**config.mk**
```make
export PLATFORM = sky130hd
export DESIGN_NAME = cpu_run_monitor
export DESIGN_NICKNAME = d
export VERILOG_FILES = /design/src/rtl/cpu_test_pkg.sv /design/src/rtl/cpu_run_monitor_sat_counter.sv /design/src/rtl/cpu_run_monitor.sv
export SDC_FILE = /design/constraint.sdc
export NUM_CORES = 1
export LEC_CHECK = 0
export ABC_AREA = 1
export ABC_CLOCK_PERIOD_IN_PS = 2170
export BUFFER_PORTS_ARGS = -buffer_cell sky130_fd_sc_hd__buf_4
export CAP_MARGIN = 5
export CORE_UTILIZATION = 53
export DETAILED_ROUTE_END_ITERATION = 7
export PLACE_DENSITY = 0.77
export SYNTH_ARGS = -nofsm -noshare
export SYNTH_HDL_FRONTEND = slang
export SYNTH_SLANG_ARGS = --single-unit
```
**constraint.sdc**
```tcl
create_clock -name clk -period 2.17 [get_ports clk]
set_input_delay 0.217 -clock clk [delete_from_list [all_inputs] [get_ports clk]]
set_output_delay 0.217 -clock clk [all_outputs]
set_load 0.05 [all_outputs]
```
**src/rtl/cpu_test_pkg.sv**
```systemverilog
// cpu_test_pkg: shared FSM encoding and saturating-counter helpers used by
// the CPU run monitor and its statistics counters.
package cpu_test_pkg;

    // Monitor FSM encoding (kept as plain constants for legacy compatibility).
    localparam int unsigned        STATE_W = 2;
    localparam logic [STATE_W-1:0] ST_IDLE = 2'd0;
    localparam logic [STATE_W-1:0] ST_HOLD = 2'd1;
    localparam logic [STATE_W-1:0] ST_RUN  = 2'd2;
    localparam logic [STATE_W-1:0] ST_DONE = 2'd3;

    // Widest counter the saturating helpers support.
    localparam int unsigned SAT_MAX_W = 64;

    // All-ones value of a counter 'width' bits wide, held in a 64-bit container.
    function automatic logic [SAT_MAX_W-1:0] sat_limit(input int unsigned width);
        if (width >= SAT_MAX_W) begin
            return '1;
        end
        return (SAT_MAX_W'(1) << width) - SAT_MAX_W'(1);
    endfunction

    // Next value of a saturating counter: sticks at all-ones, otherwise +1.
    function automatic logic [SAT_MAX_W-1:0] sat_inc(input logic [SAT_MAX_W-1:0] value,
                                                     input int unsigned           width);
        if (value >= sat_limit(width)) begin
            return sat_limit(width);
        end
        return value + SAT_MAX_W'(1);
    endfunction

endpackage

```
**src/rtl/cpu_run_monitor_sat_counter.sv**
```systemverilog
// sat_counter: up-counter with enable and synchronous clear that saturates
// at all-ones instead of wrapping. WIDTH may be at most SAT_MAX_W bits.
module sat_counter
    import cpu_test_pkg::*;
#(
    parameter int unsigned WIDTH = 32
) (
    input  logic             clk,
    input  logic             rst_n,
    input  logic             clr,
    input  logic             en,
    output logic [WIDTH-1:0] count
);

    // Clear wins over enable; the increment rule comes from the shared package.
    always_ff @(posedge clk) begin
        if (!rst_n) begin
            count <= '0;
        end else if (clr) begin
            count <= '0;
        end else if (en) begin
            count <= WIDTH'(sat_inc(SAT_MAX_W'(count), WIDTH));
        end
    end

endmodule

```
**src/rtl/cpu_run_monitor.sv**
```systemverilog
// cpu_run_monitor: holds a CPU under test in reset for a fixed number of
// cycles, then watches its retirement stream until it halts (same PC retired
// repeatedly) or the cycle budget runs out, and reports pass/timeout plus
// cycle, instruction and taken-branch statistics.
module cpu_run_monitor
    import cpu_test_pkg::*;
#(
    parameter int unsigned         PC_WIDTH     = 32,
    parameter int unsigned         CNT_WIDTH    = 32,
    parameter int unsigned         RESET_CYCLES = 4,
    parameter int unsigned         MAX_CYCLES   = 500,
    parameter int unsigned         HALT_REPEAT  = 3,
    parameter logic [PC_WIDTH-1:0] EXPECT_PC    = '0
) (
    input  logic                 clk,
    input  logic                 rst_n,
    input  logic                 start,
    input  logic [PC_WIDTH-1:0]  pc,
    input  logic                 pc_valid,
    input  logic                 branch_taken,
    output logic                 cpu_rst_n,
    output logic                 running,
    output logic                 done,
    output logic                 pass,
    output logic                 timeout,
    output logic [CNT_WIDTH-1:0] cycle_count,
    output logic [CNT_WIDTH-1:0] instr_count,
    output logic [CNT_WIDTH-1:0] branch_count,
    output logic [PC_WIDTH-1:0]  halt_pc
);

    // Hold counter only needs to reach RESET_CYCLES-1, repeat counter HALT_REPEAT-1.
    localparam int unsigned HOLD_W = (RESET_CYCLES > 1) ? $clog2(RESET_CYCLES) : 1;
    localparam int unsigned REP_W  = (HALT_REPEAT > 1) ? $clog2(HALT_REPEAT) : 1;

    localparam logic [HOLD_W-1:0]    HOLD_LAST = HOLD_W'(RESET_CYCLES - 1);
    localparam logic [REP_W-1:0]     REP_LAST  = REP_W'(HALT_REPEAT - 1);
    // Compared at full width so a narrow cycle counter cannot alias the budget.
    localparam logic [SAT_MAX_W-1:0] CYC_LAST  = SAT_MAX_W'(MAX_CYCLES) - SAT_MAX_W'(1);

    logic [STATE_W-1:0]  state;
    logic [STATE_W-1:0]  state_nxt;
    logic [HOLD_W-1:0]   hold_cnt;
    logic [REP_W-1:0]    rep_cnt;
    logic [REP_W-1:0]    rep_nxt;
    logic [PC_WIDTH-1:0] last_pc;
    logic [PC_WIDTH-1:0] last_nxt;
    logic                seeded;
    logic                seeded_nxt;
    logic                in_run;
    logic                launch;
    logic                retire;
    logic                branch_hit;
    logic                halt_hit;
    logic                time_hit;

    assign in_run     = (state == ST_RUN);
    assign running    = in_run;
    assign done       = (state == ST_DONE);
    // start is only honoured from IDLE or DONE; it clears all run results.
    assign launch     = start && ((state == ST_IDLE) || (state == ST_DONE));
    // Retirement inputs are meaningful only while the CPU is running.
    assign retire     = in_run && pc_valid;
    assign branch_hit = retire && branch_taken;
    // This RUN cycle is the one that brings cycle_count up to the budget.
    // A counter that saturates below the budget never times out.
    assign time_hit   = in_run && (SAT_MAX_W'(cycle_count) == CYC_LAST);

    // Halt detection: count valid retirements that repeat the previous valid PC.
    always_comb begin
        rep_nxt    = rep_cnt;
        last_nxt   = last_pc;
        seeded_nxt = seeded;
        halt_hit   = 1'b0;
        if (retire) begin
            if (!seeded) begin
                // First retirement of a run only establishes the reference PC.
                seeded_nxt = 1'b1;
                last_nxt   = pc;
            end else if (pc == last_pc) begin
                if (rep_cnt == REP_LAST) begin
                    halt_hit = 1'b1;
                end else begin
                    rep_nxt = rep_cnt + REP_W'(1);
                end
            end else begin
                rep_nxt  = '0;
                last_nxt = pc;
            end
        end
    end

    // Next-state logic; a halt and a timeout on the same cycle both end the run.
    always_comb begin
        state_nxt = state;
        case (state)
            ST_IDLE: begin
                if (start) begin
                    state_nxt = ST_HOLD;
                end
            end
            ST_HOLD: begin
                if (hold_cnt == HOLD_LAST) begin
                    state_nxt = ST_RUN;
                end
            end
            ST_RUN: begin
                if (halt_hit || time_hit) begin
                    state_nxt = ST_DONE;
                end
            end
            ST_DONE: begin
                if (start) begin
                    state_nxt = ST_HOLD;
                end
            end
            default: begin
                state_nxt = ST_IDLE;
            end
        endcase
    end

    // State register.
    always_ff @(posedge clk) begin
        if (!rst_n) begin
            state <= ST_IDLE;
        end else begin
            state <= state_nxt;
        end
    end

    // Counts the cycles already spent in HOLD.
    always_ff @(posedge clk) begin
        if (!rst_n) begin
            hold_cnt <= '0;
        end else if (launch) begin
            hold_cnt <= '0;
        end else if ((state == ST_HOLD) && (hold_cnt != HOLD_LAST)) begin
            hold_cnt <= hold_cnt + HOLD_W'(1);
        end
    end

    // Halt-tracking registers, restarted at the beginning of every run.
    always_ff @(posedge clk) begin
        if (!rst_n) begin
            rep_cnt <= '0;
            last_pc <= '0;
            seeded  <= 1'b0;
        end else if (launch) begin
            rep_cnt <= '0;
            last_pc <= '0;
            seeded  <= 1'b0;
        end else begin
            rep_cnt <= rep_nxt;
            last_pc <= last_nxt;
            seeded  <= seeded_nxt;
        end
    end

    // Run verdict, latched on the cycle the run ends; halt takes priority.
    always_ff @(posedge clk) begin
        if (!rst_n) begin
            halt_pc <= '0;
            pass    <= 1'b0;
            timeout <= 1'b0;
        end else if (launch) begin
            halt_pc <= '0;
            pass    <= 1'b0;
            timeout <= 1'b0;
        end else if (halt_hit) begin
            halt_pc <= pc;
            pass    <= (pc == EXPECT_PC);
            timeout <= 1'b0;
        end else if (time_hit) begin
            pass    <= 1'b0;
            timeout <= 1'b1;
        end
    end

    // CPU reset is registered from the next state so it is low exactly in HOLD
    // and also low while the monitor itself is in reset.
    always_ff @(posedge clk) begin
        if (!rst_n) begin
            cpu_rst_n <= 1'b0;
        end else begin
            cpu_rst_n <= (state_nxt != ST_HOLD);
        end
    end

    sat_counter #(.WIDTH(CNT_WIDTH)) u_cycle_cnt (
        .clk   (clk),
        .rst_n (rst_n),
        .clr   (launch),
        .en    (in_run),
        .count (cycle_count)
    );

    sat_counter #(.WIDTH(CNT_WIDTH)) u_instr_cnt (
        .clk   (clk),
        .rst_n (rst_n),
        .clr   (launch),
        .en    (retire),
        .count (instr_count)
    );

    sat_counter #(.WIDTH(CNT_WIDTH)) u_branch_cnt (
        .clk   (clk),
        .rst_n (rst_n),
        .clr   (launch),
        .en    (branch_hit),
        .count (branch_count)
    );

endmodule

```
Yosys cells after proc, flatten, opt, wreduce, memory -nomap -nowiden

Cells that the tools add are included.

Bitwise operators: 1
Equality and inequality tests: 11
Add/subtract/negate cells: 5
Order comparisons: 3
Reduce and logical (&&, ||, !) cells: 15
Multiplexer cells: 32

Operators with widths:

| operator                                                                 | number |
|---|---|
| 32-bit 2-to-1 mux                                                        | 8 |
| 32-bit by 1-bit adder with 32-bit output (second input constant)         | 3 |
| 32-bit >= comparator (second input constant)                             | 3 |
| 32-bit equality test                                                     | 1 |
| 32-bit by 9-bit equality test with 1-bit output (second input constant)  | 1 |
| 32-bit zero test                                                         | 1 |
| 1-bit 2-to-1 mux                                                         | 18 |
| 2-bit 2-to-1 mux                                                         | 5 |
| 2-bit equality test (second input constant)                              | 4 |
| 2-bit inequality test (second input constant)                            | 3 |
| 2-bit one-hot mux with 3 select lines                                    | 1 |
| 1-bit logical AND                                                        | 5 |
| 2-bit by 1-bit adder with 2-bit output (second input constant)           | 2 |
| 2-bit OR reduction                                                       | 2 |
| 3-bit AND reduction                                                      | 1 |
| 3-bit OR reduction                                                       | 1 |
| 2-bit by 1-bit equality test with 1-bit output (second input constant)   | 1 |
| 2-bit zero test                                                          | 1 |
| 1-bit logical OR                                                         | 2 |
| 2-bit by 1-bit inequality test with 1-bit output (second input constant) | 1 |
| 2-bit AND reduction                                                      | 1 |
| 2-bit nonzero test                                                       | 1 |
| 1-bit inverter                                                           | 1 |

Output and inout bits: 133
Word-level logic and storage cells: 79
Register bits: 170
Input port bits: 37

Depth between registers and ports, before layout

Gate-level depths: netlist (run 1).

Depth after elaboration: 9
Mapped depth: 14
Depth with buffers taken out: 14

By module

From an unflattened synthesis (run 1), not the netlist that was laid out.

Cell total of the unflattened synthesis: 1,353
Area, all modules: 9,452.8 µm²

By module, submodules not included:

| module          | times used | area an instance (µm²) | cells each | seq. area each (µm²) |
|---|---|---|---|---|
| sat_counter     | 3          | 2,025.7                | 302        | 640.6 |
| cpu_run_monitor | 1          | 3,375.7                | 447        | 1,481.4 |

Least setup slack after synthesis (run 1)

No wires, ideal clock.

Path kind: register to register
Start: register state[0]
End: register u_branch_cnt.count[22]
Cell stages (with the launch flop): 14
Required time: 2,038 ps
Path buffers: 1
Library setup time: 132 ps
Slack: -259 ps
Arrival: 2,297 ps
Clock period less this slack: 2,429 ps
Path through: dfxtp_1 inv_1 ha_1 nand2_4 clkinv_2 nand2_2 buf_6 nor2_4 nand3_2 nor3_4 nand4_2 nor2_1 xor2_1 a21oi_1

Elaborated cells between the ends (all ways): 8
Classes of those cells: eq/ne (2); reduce/logical (6)

RTL lines:

| element                | RTL line                          | RTL |
|---|---|---|
| start, declared        | cpu_run_monitor.sv:41             | `logic [STATE_W-1:0] state;` |
| start signal, assigned | cpu_run_monitor.sv:128            | `state <= state_nxt;` |
| 2-bit equality test    | cpu_run_monitor.sv:57             | `assign in_run = (state == ST_RUN);` |
| via running            | cpu_run_monitor.sv:22             | `output logic running,` |
| 1-bit logical AND      | cpu_run_monitor.sv:63             | `assign retire = in_run && pc_valid;` |
| 1-bit logical AND      | cpu_run_monitor.sv:64             | `assign branch_hit = retire && branch_taken;` |
| end signal, assigned   | cpu_run_monitor_sat_counter.sv:22 | `count <= WIDTH'(sat_inc(SAT_MAX_W'(count), WIDTH));` |
| end, declared          | cpu_run_monitor_sat_counter.sv:12 | `output logic [WIDTH-1:0] count` |

The timed path passes the listed nets, and every way through them passes these cells.
A chain may end at the register's enable or synchronous reset.

Final worst setup path (run 1)

Start: register u_cycle_cnt.count[1]
End: register u_cycle_cnt.count[26]

Word-level cells in the longest chain between the ends: 6
Elaborated cells between the ends (all ways): 7
Classes of those cells: add/sub (1); order compare (1); mux (5)

Ends and longest elaborated chain:

| element                | RTL line                          | RTL |
|---|---|---|
| start, declared        | cpu_run_monitor_sat_counter.sv:12 |  |
| start signal, assigned | cpu_run_monitor_sat_counter.sv:22 |  |
| 32-bit >= comparator   | cpu_test_pkg.sv:26                | `if (value >= sat_limit(width)) begin` |
| 1-bit 2-to-1 mux       | cpu_test_pkg.sv:26                |  |
| 1-bit 2-to-1 mux       | cpu_run_monitor_sat_counter.sv:21 | `end else if (en) begin` |
| 1-bit 2-to-1 mux       | cpu_run_monitor_sat_counter.sv:19 | `end else if (clr) begin` |
| 1-bit 2-to-1 mux       | cpu_run_monitor_sat_counter.sv:17 | `if (!rst_n) begin` |
| 32-bit 2-to-1 mux *    | cpu_test_pkg.sv:29                | `return value + SAT_MAX_W'(1);` |

Every way passes the cells marked *; elsewhere a longest branch is shown, timed or not. The select of a mux whose other input is x is not followed.

==> results of run 1 <==
worst paths after layout:
check / start / end / slack, ns / depth (start not counted)
worst max-delay path: u_cycle_cnt.count[1] / u_cycle_cnt.count[26] / 0.02 / 12
worst min-delay path: rst_n / state[1] / 0.04 / 3
worst max register to register: u_cycle_cnt.count[1] / u_cycle_cnt.count[26] / 0.02 / 12
worst min register to register: last_pc[12] / last_pc[12] / 0.47 / 2
what timing repair did:
action,4_1_cts,5_1_grt
endpoints found under the setup margin,0,40
gates resized for setup,0,32
buffers inserted,0,16
endpoints found under the hold margin,0,0
tightest hold or removal path: cells and delay by family:
kind	cells	cell delay (ns)
buffers and inverters	2	0.15
AND/OR/NAND/NOR	1	0.07
cells in the mapped netlist:
cell type  instances
inv_2              4
a21oi_1          132
nand4_1           28
and2_1             1
nand3_2            4
nor3_2             6
o22ai_1            1
nand3_1           39
nor2_2             3
o21a_1             3
xor2_1            48
a31oi_1            8
nand4_2            3
clkinv_2           1
buf_6              5
nand3b_2           1
nand3b_1           1
a41oi_1            1
or2_0              3
o21ai_0           98
nor4_1            19
nor4_2             2
dfxtp_1          170
nor4b_1            2
nand2_4            2
inv_1            138
o31ai_1            3
nor3_4             7
nor3_1            30
ha_1               8
nor2_1           112
clkbuf_1          29
buf_2              3
a211oi_1           4
or2_2              1
nor2_4             4
nand2_1          189
nand2_2            6
a21boi_0           1
xnor2_1           37
metal layers:
metal  track usage, %  up-vias
met5                0        -
met4             9.76        0
met3             5.78       39
met2             44.7      259
met1             33.2     3789
li1                 -     4219
per-stage QoR:
stage	TNS (ns)	cell area, sq um	worst slack (ns)	hold WS, ns	std cells
floorplan	0	8520	0.0227	0.333	1157
global placement	0	10100	0.115	0.451	1528
detailed placement	0	10100	0.0474	0.458	1528
CTS	0	10700	0.0337	0.0209	1560
global route	-0.243	11000	-0.0662	0.0338	1576
finish	0	11000	0.0248	0.0356	1576
cells by family (layout without fill, tap and decap cells):
family | after synthesis | count (layout) | share of synthesized area (%)
AO/OA/AOI/OAI | 251 | 251 | 15.3
XOR/XNOR | 85 | 85 | 8.76
adder cells (fa/ha/maj) | 8 | 8 | 1.18
buffers and inverters | 180 | 388 | 8.45
flip-flops | 170 | 170 | 40.0
AND/OR/NAND/NOR | 463 | 463 | 26.3
registers in the layout, indices dropped and copies added, names as in the netlist:
signal	flops
u_cycle_cnt.count	32
last_pc	32
rep_cnt	2
pass	1
u_branch_cnt.count	32
state	2
u_instr_cnt.count	32
cpu_rst_n	1
halt_pc	32
seeded	1
hold_cnt	2
timeout	1
power by group:
part	internal, mW	switching, mW	total (mW)
logic	0.528	0.956	1.48
clock network	1.72	1.30	3.02
registers	3.25	0.0774	3.33
total	5.50	2.33	7.83
layout make-up:
type | count | area, sq um
Fill cell | 1265 | 4450
Clock buffer | 22 | 484
Tap cell | 211 | 264
Sequential cell | 170 | 3420
Timing Repair Buffer | 213 | 1650
Inverter | 143 | 538
Multi-Input combinational cell | 807 | 4520
Clock inverter | 10 | 105
==> results.md, run 1 <==
- Global-route wire length before repair: 35300 um
- Final Hold Fails: 0
- Crit start category: flip-flop
- Grt ovf: 0
- Critical-path cell list: ha_2 -> nand2_1 -> nor2_2 -> nand2_2 -> inv_2 -> nand2_2 -> nor3_4 -> nand2_2 -> nor3_4 -> nand3_2 -> buf_4 -> a31oi_1
- Core Area: 15400 sq um
- Worst-Skew Late Latency: 0.43 ns
- CTS tree: built
- Worst-Margin Slew: 0.522 ns
- Power density over the cells: 713 nW/um^2
- CP peak stage delay: 0.36 ns
- Routed WL: 21900 um
- Metal3 WL: 1310 um
- Fmax achieved: 0.466 GHz
- Root buf cell: clkbuf_16
- Net Count, Synth: 1202
- Layout cells sized above 1: 23.0%
- Clk slew on worst S/H paths: 0.06 ns
- Synthesized area: 8500 sq um
- Area leader, netlist: dfxtp_1
- #FFs+latches synth: 170
- Initial antenna violation count: 0
- Finished Core Util: 71.2%
- Number of global-route vias before repair: 7543
- Final slew viol count: 0
- Path category of the worst min-delay check: input pin to flip-flop
- Area Growth Syn to Fin: 29.1%
- Commonest non-fill, non-tap cell in the layout: buf_4
- DRC violations left: 0
- Element type at the critical path end: flip-flop
- Cts bufs inserted: 17
- Met1 WL: 9760 um
- Clk sink count: 170
- Max-Cap Viols: 0
- Status: finished clean
- VDD IR max: 0.588 mV
- Antenna Cells: 0
- Final Wtd Congestion: 0.914
- Setup CP Type: flip-flop to flip-flop
- CTS Buffer Depth: 2
- Die X: 129 um
- CP Buf/Inv Count: 2
- Most frequent cells in the layout: 209 x buf_4, 186 x nand2_1, 162 x dfxtp_1
- Slowest cell on crit path: dfxtp_4
- Sequential area share after synthesis: 40.0%
- Initial DRC count: 616
- Crit Path Max Fanout: 4
- DR top layer: met4
- H-tree level count: 4
- Slew headroom: 64.9%
- Fin crit share: 98.9%
- Avg Cell Area, Syn: 7.35 sq um
- Setup Skew: 0.0100 ns
- Post-synth top area share: 40.0%
- HPWL reported at the end of detailed placement: 15500 um
- Final setup viols: 0
- Pin count of the biggest net entering global routing: 78
- Met2 routed WL: 10400 um
- GRT Util Overall: 26.5%
- FP Rows: 45
- Critical Path RT: 2.52 ns
- Delay-heaviest family, CP: simple AND/OR/NAND/NOR gates
- Via-per-instance ratio: 5.27
- Total chip power: 7.83 mW
- IO buf count: 169
- Top Ports: 170
- Static Leak: 4.55 nW
- Synth area leaders: dfxtp_1 40%, nand2_1 8.3%, a21oi_1 7.8%
- Synth Warn #: 0
- Vias post-DR: 8306
- Post-CTS Hold Buffers: 0
- Crit path time final: 2.15 ns
- Mapped Cells: 1157
- Antenna-violating nets left: 0
- Die Span Y: 129 um
- Initial core utilization: 55.1%
- DR pass1 iterations: 5
- Die area: 16600 sq um
- Drt wl/cell: 13.9 um
- WP data arrival: 2.49 ns
- Fin nets: 1397
- Crit-path most repeated cell: nand2_2
- Cell variety after synth: 40
No activity file was read; power rests on OpenSTA's default activity.
==> run 2: changes to the inputs <==
--- a/config.mk
+++ b/config.mk
@@ -9,6 +9,7 @@
 export ABC_CLOCK_PERIOD_IN_PS = 2170
 export BUFFER_PORTS_ARGS = -buffer_cell sky130_fd_sc_hd__buf_4
 export CAP_MARGIN = 5
+export CORE_ASPECT_RATIO = 2
 export CORE_UTILIZATION = 53
 export DETAILED_ROUTE_END_ITERATION = 7
 export PLACE_DENSITY = 0.77
==> results.md, run 2 (synthesized netlist as in run 1, its figures left out) <==
- Status: complete, but fails checks (was finished clean)
- Failing checks: setup timing
- R2r setup slk: -0.03 ns (was 0.02 ns)
- Core Area: 15700 sq um (was 15400 sq um)
- Crit-path most repeated cell: nand2_1 (was nand2_2)
- Finished Core Util: 70.5% (was 71.2%)
- Slew headroom: 58.8% (was 64.9%)
- Design Area, Final: 11100 sq um (was 11000 sq um)
- Placed Area: 10200 sq um (was 10100 sq um)
- Min Hold Slack: 0.0522 ns (was 0.0356 ns)
- DRC violations left: 0 (unchanged)
- Clk slew on worst S/H paths: 0.07 ns (was 0.06 ns)
- Initial core utilization: 54.2% (was 55.1%)
- Initial DRC count: 427 (was 616)
- IO buf count: 169 (unchanged)
- Commonest non-fill, non-tap cell in the layout: buf_4 (unchanged)
- Fin crit share: 101% (was 98.9%)
- HPWL reported at the end of detailed placement: 17900 um (was 15500 um)
- CP Launch Point: u_cycle_cnt.count[1] (unchanged)
- Critical-path cell list: ha_1 -> nand2_1 -> nor2_2 -> nand2_1 -> inv_1 -> nand2_2 -> nor3_4 -> nand3_1 -> nor2_4 -> nand2_4 -> a21oi_1 (was ha_2 -> nand2_1 -> nor2_2 -> nand2_2 -> inv_2 -> nand2_2 -> nor3_4 -> nand2_2 -> nor3_4 -> nand3_2 -> buf_4 -> a31oi_1)
- Max-Cap Viols: 0 (unchanged)
- CP peak stage delay: 0.36 ns (about the same)
- Worst-Margin Slew: 0.617 ns (was 0.522 ns)
- VDD IR max: 0.553 mV (was 0.588 mV)
- Die Span Y: 181 um (was 129 um)
- P_int: 5.70 mW (was 5.50 mW)
- Crit Path Max Fanout: 19 (was 4)
- Routed WL: 24700 um (was 21900 um)
- Via-per-instance ratio: 5.52 (was 5.27)
- Pin count of the biggest net entering global routing: 78 (unchanged)
- Slowest cell on crit path: dfxtp_2 (was dfxtp_4)
- Final worst slack: -0.0286 ns (was 0.0248 ns)
- Antenna Cells: 0 (unchanged)
- R2R Path End: u_cycle_cnt.count[20] (was u_cycle_cnt.count[26])
- CTS Buffer Depth: 2 (unchanged)
- Element type at the critical path end: flip-flop (unchanged)
- Fmax achieved: 0.455 GHz (was 0.466 GHz)
- Cts bufs inserted: 17 (unchanged)
- Top Ports: 170 (unchanged)
- Static Leak: 4.60 nW (was 4.55 nW)
- Comb pwr share: 18.8% (was 19.0%)
- Path category of the worst min-delay check: input pin to flip-flop (unchanged)
- Worst r2r path cells: 11 (was 12)
- Most frequent cells in the layout: 214 x buf_4, 186 x nand2_1, 162 x dfxtp_1 (was 209 x buf_4, 186 x nand2_1, 162 x dfxtp_1)
- Die area: 16600 sq um (about the same)
- Final Wtd Congestion: 0.946 (was 0.914)
- Post-placement setup slack: 0.0112 ns (was 0.0474 ns)
- GRT Util Overall: 29.3% (was 26.5%)
- Setup Skew: 0.0109 ns (was 0.0100 ns)
- Vias post-DR: 8674 (was 8306)
- Flop pwr share: 41.4% (was 42.5%)
- Crit path time final: 2.20 ns (was 2.15 ns)
- Worst-Skew Late Latency: 0.43 ns (about the same)
- Clock share of power: 39.7% (was 38.5%)
- DR pass1 iterations: 5 (unchanged)
- Grt ovf: 0 (unchanged)
- Capture point of the worst path: u_cycle_cnt.count[20] (was u_cycle_cnt.count[26])
- Antenna-violating nets left: 0 (unchanged)
- CTS tree: built (unchanged)
- Power density over the cells: 727 nW/um^2 (was 713 nW/um^2)
- Root buf cell: clkbuf_16 (unchanged)
- Die X: 91.6 um (was 129 um)
- Sum of negative setup slack: -0.0286 ns (was 0 ns)
- Final slew viol count: 0 (unchanged)
- WP data arrival: 2.54 ns (was 2.49 ns)
- Switching part of the total: 29.2% (was 29.8%)
- Reg2reg start: u_cycle_cnt.count[1] (unchanged)
- Post-CTS Hold Buffers: 0 (unchanged)
- Initial antenna violation count: 0 (unchanged)
- Final setup viols: 1 (was 0)
- Fin nets: 1402 (was 1397)
- Drt wl/cell: 15.7 um (was 13.9 um)
- Critical Path RT: 2.51 ns (was 2.52 ns)
- Number of global-route vias before repair: 8340 (was 7543)
- Layout cells sized above 1: 23.3% (was 23.0%)
- Area Growth Syn to Fin: 30.2% (was 29.1%)
- Setup CP Type: flip-flop to flip-flop (unchanged)
- FILL cells: 1317 (was 1265)
- FP Rows: 65 (was 45)
- H-tree level count: 4 (unchanged)
- Crit start category: flip-flop (unchanged)
- RSZ-0062 raised after global routing: yes
- Clk sink count: 170 (unchanged)
- P_sw: 2.35 mW (was 2.33 mW)
- Final Hold Fails: 0 (unchanged)
- Global-route wire length before repair: 38700 um (was 35300 um)
run 2: how the worst min path moves through the flow:
stage / slack (ns) / end / cells past startpoint / from
global placement: 0.45 / timeout / 2 / timeout
detailed placement: 0.45 / timeout / 2 / timeout
CTS: 0.04 / state[1] / 3 / rst_n
global route: 0.05 / cpu_rst_n / 3 / rst_n
finish: 0.05 / state[1] / 3 / rst_n
floorplan: 0.33 / state[1] / 2 / rst_n
run 2: what timing repair did:
item	in CTS	in global routing
pin swaps	0	18
gates resized for setup	2	36
setup endpoints to repair	1	51
setup buffers	0	13
run 2: critical path, delay by kind of cell, from the launching register on:
kind            cells  cell delay (ns)
flops               1             0.36
buf+inv             1             0.11
compound gates      1             0.24
simple gates        8             1.22
fa+ha+maj           1             0.18
run 2: per-stage QoR:
step | std cells | total power, mW
6_report | 1571 | 8.04
5_1_grt | 1571 | 8.36
4_1_cts | 1558 | 8.04
3_5_place_dp | 1526 | 4.87
3_3_place_gp | 1526 | 4.83
2_1_floorplan | 1157 | 4.34
run 2: layout make-up:
type	instances	area, sq um	area share, %
multi-input cells	807	4560	41.2
clock buffers	23	478	4.32
flip-flops and latches	170	3410	30.8
repair buffers	218	1690	15.2
clock inverters	9	138	1.24
well taps	201	251	2.27
inverters	143	542	4.89
run 2: power groups by stage:
| stage | Clock, mW | Sequential [mW] | Combinational, mW |
|---|---|---|---|
| after floorplan | 0 | 3.46 | 0.884 |
| after global placement | 0 | 3.39 | 1.44 |
| after detailed placement | 0 | 3.40 | 1.47 |
| after CTS | 3.23 | 3.33 | 1.48 |
| after global routing | 3.36 | 3.35 | 1.66 |
| final | 3.20 | 3.33 | 1.52 |
run 2: routing by layer:
layer | part of all wire, % | global-route usage, % | wire length (um) | vias up
met3 | 4.2 | 4.46 | 1040 | 109
met5 | 0 | 0 | 0 | -
met2 | 55 | 55.2 | 13500 | 307
met1 | 35 | 28.2 | 8580 | 4035
li1 | - | - | - | 4223
met4 | 6.1 | 20.4 | 1490 | 0
